--- config.mk ---
export PLATFORM = sky130hd
export DESIGN_NAME = inst_fetch
export DESIGN_NICKNAME = d
export VERILOG_FILES = /design/src/rtl/fetch_pkg.sv /design/src/rtl/fetch_watchdog.sv /design/src/rtl/inst_fetch.sv
export SDC_FILE = /design/constraint.sdc
export NUM_CORES = 1
export LEC_CHECK = 0
export CAP_MARGIN = 20
export CORE_ASPECT_RATIO = 0.75
export CORE_MARGIN = 2
export CORE_UTILIZATION = 36
export DETAILED_ROUTE_END_ITERATION = 6
export DONT_BUFFER_PORTS = 1
export HOLD_SLACK_MARGIN = 0.1
export PLACE_DENSITY = 0.57
export SYNTH_ARGS = -nofsm -noshare
export SYNTH_HDL_FRONTEND = slang
export SYNTH_HIERARCHICAL = 1
export SYNTH_SLANG_ARGS = --single-unit
--- constraint.sdc ---
create_clock -name clk -period 1.5 [get_ports clk]
set_input_delay 0.3 -clock clk [delete_from_list [all_inputs] [get_ports clk]]
set_output_delay 0.3 -clock clk [all_outputs]
set_load 0.01 [all_outputs]
--- src/rtl/fetch_pkg.sv ---
// ---------------------------------------------------------------------------
// fetch_pkg
// Shared declarations for the instruction-fetch stage:
//   fetch_state_e : fetch controller states
//   NOP_INSTR     : instruction word presented while no instruction is valid
//                   (sll $0,$0,0)
// ---------------------------------------------------------------------------
package fetch_pkg;

    typedef enum logic [2:0] {
        ST_IDLE,
        ST_REQ,
        ST_WAIT,
        ST_HOLD,
        ST_ERR
    } fetch_state_e;

    localparam logic [31:0] NOP_INSTR = 32'h0000_0000;

endpackage

--- src/rtl/fetch_watchdog.sv ---
// ---------------------------------------------------------------------------
// fetch_watchdog
// Counts cycles spent waiting for an instruction-memory response and flags
// expiry on the TIMEOUT-th waiting cycle. TIMEOUT=0 disables the watchdog.
//
// Ports:
//   clk       in  1  rising-edge clock
//   rst_n     in  1  asynchronous active-low reset
//   i_clear   in  1  restart the count (asserted on entry to the wait phase)
//   i_enable  in  1  the fetch stage is currently waiting
//   o_expired out 1  this is the TIMEOUT-th consecutive waiting cycle
// ---------------------------------------------------------------------------
module fetch_watchdog #(
    parameter int TIMEOUT = 15
) (
    input  logic clk,
    input  logic rst_n,
    input  logic i_clear,
    input  logic i_enable,
    output logic o_expired
);

    localparam int CNT_W  = (TIMEOUT > 0) ? $clog2(TIMEOUT + 1) : 1;
    localparam int LAST_I = (TIMEOUT > 0) ? TIMEOUT - 1 : 0;
    localparam logic [CNT_W-1:0] LAST = LAST_I[CNT_W-1:0];
    localparam logic [CNT_W-1:0] SAT  = TIMEOUT[CNT_W-1:0];

    // r_cnt holds the number of waiting cycles already completed, so the
    // current cycle is number r_cnt+1.
    logic [CNT_W-1:0] r_cnt;

    always_ff @(posedge clk or negedge rst_n) begin
        if (!rst_n) begin
            r_cnt <= '0;
        end else if (i_clear) begin
            r_cnt <= '0;
        end else if (i_enable && (r_cnt != SAT)) begin
            // saturate instead of wrapping so a stuck wait cannot look fresh
            r_cnt <= r_cnt + CNT_W'(1);
        end
    end

    assign o_expired = (TIMEOUT != 0) && i_enable && (r_cnt >= LAST);

endmodule

--- src/rtl/inst_fetch.sv ---
// ---------------------------------------------------------------------------
// inst_fetch
// Instruction-fetch stage sitting after the program-counter block. Fetches the
// word at the current PC over a request/grant/response memory interface,
// hands it to decode with a valid/ready handshake and pulses pc_en once per
// accepted instruction. Redirects (flush) discard stale responses; misaligned
// PCs and response timeouts park the stage in a sticky error state.
//
// Ports:
//   clk          in  1       rising-edge clock
//   rst_n        in  1       asynchronous active-low reset
//   direinstrux  in  ADDR_W  current PC from the pc block
//   flush        in  1       PC redirected this cycle; drop in-flight fetch
//   pc_en        out 1       one-cycle PC advance enable
//   imem_req     out 1       fetch request
//   imem_addr    out ADDR_W  fetch address
//   imem_gnt     in  1       memory accepts the request
//   imem_rvalid  in  1       response data valid
//   imem_rdata   in  DATA_W  response data
//   instr        out DATA_W  fetched instruction (RESET_INSTR while invalid)
//   instr_pc     out ADDR_W  address of instr
//   instr_valid  out 1       instr/instr_pc valid
//   instr_ready  in  1       decode accepts instr
//   fetch_err    out 1       sticky error (misaligned or timeout)
// ---------------------------------------------------------------------------
module inst_fetch
    import fetch_pkg::*;
#(
    parameter int                ADDR_W      = 32,
    parameter int                DATA_W      = 32,
    parameter int                TIMEOUT     = 15,
    parameter logic [DATA_W-1:0] RESET_INSTR = DATA_W'(NOP_INSTR)
) (
    input  logic              clk,
    input  logic              rst_n,
    input  logic [ADDR_W-1:0] direinstrux,
    input  logic              flush,
    output logic              pc_en,
    output logic              imem_req,
    output logic [ADDR_W-1:0] imem_addr,
    input  logic              imem_gnt,
    input  logic              imem_rvalid,
    input  logic [DATA_W-1:0] imem_rdata,
    output logic [DATA_W-1:0] instr,
    output logic [ADDR_W-1:0] instr_pc,
    output logic              instr_valid,
    input  logic              instr_ready,
    output logic              fetch_err
);

    fetch_state_e      r_state;
    fetch_state_e      w_next;
    logic              r_drop;
    logic              w_drop_nxt;
    logic              r_valid;
    logic [DATA_W-1:0] r_instr;
    logic [ADDR_W-1:0] r_instr_pc;

    logic              w_misaligned;
    logic              w_accept;
    logic              w_capture;
    logic              w_latch_pc;
    logic              w_wd_clear;
    logic              w_wd_enable;
    logic              w_wd_expired;

    assign w_misaligned = (direinstrux[1:0] != 2'b00);
    assign w_wd_enable  = (r_state == ST_WAIT);

    // flush wins over instr_ready so a redirected instruction never advances the PC
    assign w_accept = (r_state == ST_HOLD) && r_valid && instr_ready && !flush;

    fetch_watchdog #(
        .TIMEOUT (TIMEOUT)
    ) u_watchdog (
        .clk       (clk),
        .rst_n     (rst_n),
        .i_clear   (w_wd_clear),
        .i_enable  (w_wd_enable),
        .o_expired (w_wd_expired)
    );

    always_ff @(posedge clk or negedge rst_n) begin
        if (!rst_n) begin
            r_state <= ST_IDLE;
            r_drop  <= 1'b0;
            r_valid <= 1'b0;
        end else begin
            r_state <= w_next;
            r_drop  <= w_drop_nxt;
            // HOLD is only ever entered through a capture, so valid tracks it
            r_valid <= (w_next == ST_HOLD);
        end
    end

    always_ff @(posedge clk or negedge rst_n) begin
        if (!rst_n) begin
            r_instr    <= RESET_INSTR;
            r_instr_pc <= '0;
        end else begin
            if (w_capture) begin
                r_instr <= imem_rdata;
            end
            if (w_latch_pc) begin
                r_instr_pc <= direinstrux;
            end
        end
    end

    always_comb begin
        w_next     = r_state;
        w_drop_nxt = r_drop;
        w_capture  = 1'b0;
        w_latch_pc = 1'b0;
        w_wd_clear = 1'b0;

        case (r_state)
            ST_IDLE: begin
                w_next = ST_REQ;
            end

            ST_REQ: begin
                if (w_misaligned) begin
                    w_next = ST_ERR;
                end else if (imem_gnt) begin
                    w_next     = ST_WAIT;
                    w_latch_pc = 1'b1;
                    w_wd_clear = 1'b1;
                    // a redirect in the grant cycle makes this response stale
                    w_drop_nxt = flush;
                end
            end

            ST_WAIT: begin
                if (imem_rvalid) begin
                    w_drop_nxt = 1'b0;
                    if (r_drop || flush) begin
                        w_next = ST_REQ;
                    end else begin
                        w_next    = ST_HOLD;
                        w_capture = 1'b1;
                    end
                end else if (w_wd_expired) begin
                    w_next     = ST_ERR;
                    w_drop_nxt = 1'b0;
                end else if (flush) begin
                    w_drop_nxt = 1'b1;
                end
            end

            ST_HOLD: begin
                if (flush || w_accept) begin
                    w_next = ST_REQ;
                end
            end

            ST_ERR: begin
                w_next = ST_ERR;
            end

            default: begin
                w_next = ST_IDLE;
            end
        endcase
    end

    assign imem_req    = (r_state == ST_REQ) && !w_misaligned;
    assign imem_addr   = (r_state == ST_REQ) ? direinstrux : '0;
    assign pc_en       = w_accept;
    assign instr_valid = r_valid;
    assign instr       = r_valid ? r_instr : RESET_INSTR;
    assign instr_pc    = r_instr_pc;
    assign fetch_err   = (r_state == ST_ERR);

endmodule

Word level (Yosys, flattened, before mapping):

Cells that the tools add are included.

* register bits: 73
* latch bits: 0
* RAM bits: 0
* bits in read-only memories: 0
* bits of input ports: 70
* output and inout port bits: 100
* logic and storage cells: 55
* memories: 0

* $add $sub $neg: 1
* multiply operators: 0
* div/mod/pow operators: 0
* $lt $le $gt $ge: 1
* eq/ne operators: 9
* shift operators: 0
* multiplexer cells: 23
* bitwise operators: 0
* reduce and logical (&&, ||, !) cells: 15

Operators by type and width (number)
* $mux 32: 2
* $mux 3: 5
* $pmux 3 s5: 1
* $mux 1: 11
* $eq 3x2->1 const B: 3
* $mux 4: 2
* $ne 4x4->1 const B: 2
* $logic_and 1x1->1: 6
* $reduce_bool 2->1: 3
* $add 4x1->4 const B: 1
* $ge 4x4->1 const B: 1
* $ne 2x2->1 const B: 2
* $reduce_and 4->1: 1
* $eq 3x1->1 const B: 1
* $eq 3x3->1 const B: 1
* $logic_not 3->1: 1
* $logic_not 1->1: 2
* $logic_or 1x1->1: 2
* $mux 2: 1
* $pmux 1 s2: 1

Logic depth before layout (Yosys ltp):

Gate-level depths: netlist of the first run.

* depth after elaboration: 8
* gate-level depth with buffers: 6
* gate-level depth less buffers: 6

Cells and area by module:

The synthesis of the first run kept the hierarchy.

Modules (own cells, without submodules)
* inst_fetch: instances 1, cells an instance 241, area each 3244.4 sq um, seq. area each 1726.7 sq um
* fetch_watchdog: instances 1, cells an instance 23, area each 261.5 sq um, seq. area each 100.1 sq um

Worst setup path before layout of the first run:

Ideal clock, no wire load.

* kind: reg-to-reg
* from: reg r_state[1]
* to: reg u_watchdog.r_cnt[0]
* setup time: 0.125 ns
* data arrival time: 1.562 ns
* data required time: 1.375 ns
* setup slack: -0.187 ns
* cell stages (with the launch flop): 7
* buffers on the path: 1
* period minus slack after synthesis: 1.687 ns
* path through: dfrtp_1 > nor3b_4 > nand3_4 > buf_2 > inv_1 > nor2_1 > mux2_4

* cells in the longest elaborated chain, start to end: 3
* elaborated cells on any way between the ends: 6
* classes of those cells: 2 x eq/ne; 2 x mux; 2 x reduce/logical

RTL lines
* start, declared: RTL line inst_fetch.sv:51 `fetch_state_e r_state;`
* start signal, assigned: RTL line inst_fetch.sv:89 `r_state <= w_next;`
* $eq 3x1->1 (*)
* $mux 1 (*)
* named net w_latch_pc: RTL line inst_fetch.sv:62 `logic w_latch_pc;`
* $mux 4 / $reduce_bool 2->1 (equally long branches)
* end signal, assigned: RTL line fetch_watchdog.sv:39 `r_cnt <= r_cnt + CNT_W'(1);`
* end, declared: RTL line fetch_watchdog.sv:30 `logic [CNT_W-1:0] r_cnt;`

Mark *: on every way through the listed nets, which the timed path passes. The rest lies on a longest branch.
A chain may end at the register's enable or synchronous reset.

Final worst setup path of the first run:

* from: reg r_state[1]
* to: out imem_addr[21]

* cells in the longest elaborated chain, start to end: 2

RTL lines
* $eq 3x1->1: RTL line inst_fetch.sv:168 `assign imem_addr = (r_state == ST_REQ) ? direinstrux : '0;`
* $mux 32: RTL line inst_fetch.sv:168
* end, declared: RTL line inst_fetch.sv:40 `output logic [ADDR_W-1:0] imem_addr,`

No other way between the ends.

==> flow_metrics.py, run 1 <==
metrics = {
    "run_status": {
        "status": "finished, violations left",
        "failed_checks": "negative hold slack, negative setup slack",
    },
    "sta": {
        "fmax_mhz": 573,
        "final.min_clock_period_ns": 1.74,
        "holdWs_ns": -0.337,
        "hold_viol": 73,
        "fin_crit_sh": 1.16,
        "timing_max_transition_violations_final": 0,
        "fin_ws_ns": -0.245,
        "final_setup_violations": 101,
        "timing.clock.skew_ns": 0.00733,
        "max_slew.worst_pin.slew_ns": 0.333,
        "max_slew_margin": 0.777,
        "rsz0062_at_grt": "yes",
    },
    "route": {
        "drcViolationCount": 0,
        "detail_route.vias_per_cell": 4.89,
        "drt_wl_total_um": 7610,
        "drt_iter0_markers": 59,
        "drt-wirelength-per-cell_um": 17.6,
        "antenna_violating_nets_post_route": 0,
        "dr.pass1.iters": 3,
        "num_vias": 2111,
    },
    "placement": {
        "place.detailed.hpwl_um": 4830,
        "last_weighted_congestion_value_of_the_routability_driven_placer": 0.752,
        "post-place-cells": 396,
        "numPortBuffers": 0,
    },
    "clock_tree": {
        "clock_latency_ns": 0.33,
        "cts_sinks": 73,
        "htreeDepth": 3,
        "clockBufferDepth": 2,
        "clock_tree.root_cell": "clkbuf_16",
        "cts_tree": "done",
        "cts-buffers-inserted": 9,
        "clk_transition_reported_paths_ns": 0.06,
    },
    "pwr": {
        "worst_ir_drop_vdd_uv": 806,
        "powerDensity_nw_per_um2": 2000,
        "power_leakage_nw": 2.16,
    },
    "synthesis": {
        "synth_edf_count": 0,
        "ys.flop_type": "dfrtp_1",
        "post-synth-top-area-fraction": 0.521,
        "number_of_storage_elements_in_the_synthesis_netlist": 73,
        "synth_top_cells_by_count": "dfrtp_1 (73), and2_1 (68), mux2_2 (32)",
        "mean_instance_size_in_the_synthesized_netlist_sq_um": 13.3,
        "async_flop_share": 1.00,
        "synth_area_leaders": "dfrtp_1 (52%), mux2_4 (13%), and2_1 (12%)",
        "syn-num-nets": 336,
        "synth_area_leader_cell": "dfrtp_1",
        "summed_instance_area_of_the_synthesized_netlist_sq_um": 3510,
        "netlist-cell-type-count": 33,
        "synth_cells": 264,
        "most_frequent_cell_after_synthesis": "dfrtp_1",
        "ys_warn_count": 6,
        "sequential_share_of_the_synthesized_area": 0.521,
    },
    "die": {
        "effective_utilization_at_floorplan": 0.366,
        "dieArea_sq_um": 10600,
        "boundaryPins": 170,
        "overall_die_height_um": 89.5,
        "core_region_area_sq_um": 9580,
        "placement_rows": 31,
        "die_width_um": 118,
    },
    "global_route": {
        "number_of_global_route_vias_before_repair": 2092,
        "number_of_antenna_violations_at_the_first_check_in_global_routing": 0,
        "globalRouteTotalUtil": 0.135,
        "grt_pass1_wl_um": 11000,
        "grt_max_degree": 74,
        "congestion_overflow_gr": 0,
    },
    "final_layout": {
        "final_cell_count_no_fill": 432,
        "fillers": 863,
        "syn_to_final_growth_pct": 27.8,
        "register_area_sq_um": 1830,
        "antennaDiodeCount": 0,
        "layout.nets": 367,
        "layout-drive-gt1-share": 0.540,
        "multi_input_comb_area_sq_um": 1750,
    },
    "critical_path": {
        "critical_path_arrival_ns": 1.44,
        "path_max_fanout": 17,
        "start_kind": "flop",
        "reg2reg_slack_ns": -0.18,
        "cp.required_ns": 1.20,
        "criticalPathCategory": "flop to output port",
        "worst_setup_path_end_kind": "output port",
    },
    "min_path": {
        "hp-class": "input port to async pin",
    },
    "job": {
        "cap_violations": 0,
    },
}
-- sequential cells by signal, summed over array words and instances, names as in the netlist --
register / cells
r_state: 3
instr_pc: 32
r_instr: 32
u_watchdog/r_cnt: 4
instr_valid: 1
r_drop: 1
-- final timing paths --
kind / from / end / cells past startpoint
worst max-delay path: r_state[1] / imem_addr[21] / 4
worst min-delay path: rst_n / r_instr[26] / 0
worst min register to register: r_instr[4] / r_instr[4] / 1
max in group asynchronous: rst_n / instr_pc[14] / 0
worst max register to register: r_state[2] / r_instr[17] / 5
min in group clk: imem_rdata[6] / r_instr[6] / 1
-- routing by layer --
metal  vias up  global-route usage  share of wire  wire length (um)
li1        948                   -              -                 -
met1      1039               0.166           0.42              3220
met2       116               0.215           0.47              3610
met3         8              0.0625          0.092               697
met4         0              0.0427          0.011                82
met5         -                   0              0                 0
-- where the power goes --
group          switching (mW)  total (mW)  internal, mW  leakage, nW
logic                   0.971        2.72          1.75         1.04
registers               0.814        3.71          2.89        0.942
clock network           0.769        2.56          1.79        0.176
total                    2.55        8.98          6.43         2.16
-- metrics by stage --
| step | util | setup slack (ns) | instance area, sq um | setup TNS (ns) | power (mW) |
|---|---|---|---|---|---|
| detailed placement | 0.389 | -0.0408 | 3730 | -0.104 | 5.73 |
| finish | 0.468 | -0.245 | 4480 | -16.91 | 8.98 |
| global placement | 0.389 | -0.0267 | 3730 | -0.0533 | 5.65 |
| floorplan | - | -0.121 | 3540 | -3.58 | 5.28 |
| CTS | 0.450 | -0.250 | 4310 | -12.46 | 8.90 |
| global route | 0.468 | -0.315 | 4480 | -23.06 | 9.48 |
-- cell families after synthesis --
logic type | Yosys count | synth area share
multiplexers | 64 | 0.238
AO/OA/AOI/OAI | 12 | 0.0289
flip-flops | 73 | 0.521
buffers and inverters | 18 | 0.0268
AND/OR/NAND/NOR | 95 | 0.178
adder cells (fa/ha/maj) | 2 | 0.00714
-- repair_timing --
item | CTS | global route
hold buffers | 3 | 6
gates cloned | 1 | 1
pin swaps | 2 | 4
setup buffers | 5 | 4
setup endpoints to repair | 63 | 120
hold endpoints to repair | 76 | 79
resized for setup | 47 | 20
-- final cells by class --
class	instances	share of cell area
clock buffers	10	0.0511
clock inverters	6	0.0290
inverters	6	0.00614
multi-input cells	173	0.391
flip-flops and latches	73	0.409
well taps	132	0.0369
repair buffers	32	0.0776
-- layout by cell type (no fill, tap or decap), types with 2 or more instances in the layout --
cell type / instances
and2_1: 31
mux2_4: 33
dfrtp_1: 70
inv_1: 4
nor2_1: 7
dfrtp_2: 3
and2_4: 37
mux2_2: 31
nand2_1: 2
nor2b_4: 3
nand3_4: 2
clkbuf_16: 9
ha_1: 2
a21oi_1: 2
dlygate4sd3_1: 9
buf_4: 10
nor2b_1: 2
bufinv_16: 4
nor3_2: 2
nor3b_4: 2
clkinv_2: 2
buf_12: 3
buf_6: 8
-- critical path, cell delays in order, from the launching register on --
cell     delay (ns)
dfrtp_2        0.43
nor3b_4        0.21
buf_6          0.16
buf_12         0.15
and2_4         0.16
(Power assumes the default switching activity.)
==> run 2: changes to the inputs <==
--- a/config.mk
+++ b/config.mk
@@ -8,11 +8,11 @@
 export CAP_MARGIN = 20
 export CORE_ASPECT_RATIO = 0.75
 export CORE_MARGIN = 2
-export CORE_UTILIZATION = 36
+export CORE_UTILIZATION = 57
 export DETAILED_ROUTE_END_ITERATION = 6
 export DONT_BUFFER_PORTS = 1
 export HOLD_SLACK_MARGIN = 0.1
-export PLACE_DENSITY = 0.57
+export PLACE_DENSITY = 0.8
 export SYNTH_ARGS = -nofsm -noshare
 export SYNTH_HDL_FRONTEND = slang
 export SYNTH_HIERARCHICAL = 1
==> flow_metrics.py, run 2 (synthesized netlist as in run 1, its figures left out) <==
metrics = {
    "run_status": {
        "status": "finished, violations left",
        "failed_checks": "negative hold slack, negative setup slack",
    },
    "sta": {
        "timing.clock.skew_ns": 0.00928,
        "rsz0062_at_grt": "yes",
        "fin_crit_sh": 1.16,
        "holdWs_ns": -0.350,
        "timing_max_transition_violations_final": 0,
        "fin_ws_ns": -0.246,
        "max_slew.worst_pin.slew_ns": 0.398,
        "final.min_clock_period_ns": 1.75,
        "fmax_mhz": 573,
        "max_slew_margin": 0.734,
        "final_setup_violations": 102,
        "hold_viol": 73,
    },
    "placement": {
        "last_weighted_congestion_value_of_the_routability_driven_placer": 0.796,
        "detailedPlace.worstSlack_ns": -0.0425,
        "place.detailed.hpwl_um": 4980,
        "numPortBuffers": 0,
    },
    "clock_tree": {
        "cts_sinks": 73,
        "cts-buffers-inserted": 9,
        "clockBufferDepth": 2,
        "cts_tree": "done",
        "clock_tree.root_cell": "clkbuf_8",
        "clk_transition_reported_paths_ns": 0.08,
        "htreeDepth": 3,
        "clock_latency_ns": 0.34,
    },
    "min_path": {
        "hp-class": "input port to async pin",
    },
    "die": {
        "boundaryPins": 170,
        "placement_rows": 24,
        "dieArea_sq_um": 6800,
        "overall_die_height_um": 71.9,
        "die_width_um": 94.6,
        "effective_utilization_at_floorplan": 0.596,
        "core_region_area_sq_um": 5890,
    },
    "pwr": {
        "share_seq_of_total_power": 0.442,
        "comb_power_share": 0.339,
        "total_power_mw": 8.52,
        "internal_power_mw": 5.86,
        "powerDensity_nw_per_um2": 1740,
        "power.net_switching_mw": 2.66,
        "worst_ir_drop_vdd_uv": 1150,
        "part_of_the_power_in_the_clock_network": 0.219,
        "power_leakage_nw": 2.39,
        "power_switching_share": 0.312,
    },
    "critical_path": {
        "start_kind": "flop",
        "r2r_start": "r_state[1]",
        "rr_endpoint": "instr_pc[16]",
        "timing.critical_path.slowest_cell_delay_ns": 0.43,
        "crit_chain": "nor3b_4, buf_6, buf_4, nand3_4, bufbuf_16, mux2_2",
        "reg2reg_slack_ns": -0.25,
        "path_max_fanout": 6,
        "criticalPathCategory": "flop to flop",
        "critical_path_arrival_ns": 1.98,
        "reg2reg_depth": 6,
        "cp.required_ns": 1.73,
        "cp_slowest_cell": "dfrtp_2",
        "worstSetupEndpoint": "instr_pc[16]",
        "worst_setup_path_end_kind": "flop",
        "startpoint": "r_state[1]",
    },
    "global_route": {
        "number_of_global_route_vias_before_repair": 2555,
        "congestion_overflow_gr": 0,
        "grt_max_degree": 74,
        "grt_pass1_wl_um": 13400,
        "globalRouteTotalUtil": 0.261,
        "number_of_antenna_violations_at_the_first_check_in_global_routing": 0,
    },
    "final_layout": {
        "layout.nets": 426,
        "layout-drive-gt1-share": 0.461,
        "multi_input_comb_area_sq_um": 1730,
        "syn_to_final_growth_pct": 39.8,
        "fillers": 288,
        "most-common-layout-cells": "dfrtp_1 (70), dlygate4sd3_1 (60), and2_1 (35)",
        "final_common_cell": "dfrtp_1",
        "register_area_sq_um": 1830,
        "antennaDiodeCount": 0,
        "final_core_util": 0.833,
    },
    "route": {
        "antenna_violating_nets_post_route": 0,
        "drt_wl_total_um": 8710,
        "drcViolationCount": 0,
        "num_vias": 2389,
        "dr.pass1.iters": 4,
        "drt_iter0_markers": 98,
        "drt-wirelength-per-cell_um": 20.0,
        "detail_route.vias_per_cell": 5.48,
    },
    "job": {
        "cap_violations": 0,
    },
}
-- run 2: power by group through the flow --
stage / registers, mW / clock network [mW] / logic, mW
finish: 3.76 / 1.86 / 2.89
global route: 3.86 / 1.98 / 3.08
CTS: 3.73 / 1.89 / 2.79
detailed placement: 3.75 / 0 / 2.03
global placement: 3.72 / 0 / 1.93
floorplan: 3.54 / 0 / 1.74
-- run 2: final cells by class --
| class | count | area share |
|---|---|---|
| multi-input combinational | 174 | 0.353 |
| timing repair buffer | 90 | 0.199 |
| clock buffer | 10 | 0.0281 |
| inverter | 6 | 0.00562 |
| tap | 78 | 0.0199 |
| sequential | 73 | 0.374 |
| clock inverter | 5 | 0.0212 |
-- run 2: worst max-delay path, delay by kind of cell (launching register included) --
family | cells | cell delay, ns
AND/OR/NAND/NOR | 2 | 0.32
multiplexers | 1 | 0.28
flip-flops | 1 | 0.43
buffers and inverters | 3 | 0.62
-- run 2: timing repair --
item,in CTS,in global routing
endpoints found under the setup margin,93,135
endpoints found under the hold margin,131,75
cloned,7,0
gates resized for setup,52,7
pin swaps,5,11
buffers inserted,9,3
hold buffers,58,2
-- run 2: worst min-delay path by stage --
stage	start	slack, ns	endpoint
3_5_place_dp	rst_n	0.006	r_instr[24]
2_1_floorplan	rst_n	0.004	instr_pc[0]
6_report	rst_n	-0.35	instr_pc[25]
4_1_cts	rst_n	-0.37	r_instr[17]
3_3_place_gp	rst_n	0.006	instr_pc[0]
5_1_grt	rst_n	-0.38	r_instr[23]
-- run 2: per-layer routing --
layer | share of wire | up-vias | GRT usage
li1 | - | 1071 | -
met1 | 0.41 | 1195 | 0.324
met2 | 0.50 | 109 | 0.447
met3 | 0.071 | 14 | 0.0768
met4 | 0.018 | 0 | 0.0821
met5 | 0 | - | 0
-- run 2: through the flow --
step	cell area, sq um	hold WS, ns	instances	TNS (ns)
6_report	4900	-0.350	436	-16.70
5_1_grt	4900	-0.379	436	-22.40
4_1_cts	4830	-0.374	431	-15.48
3_5_place_dp	3680	0.00576	342	-0.756
3_3_place_gp	3680	0.00599	342	-0.0128
2_1_floorplan	3540	0.00441	264	-3.58
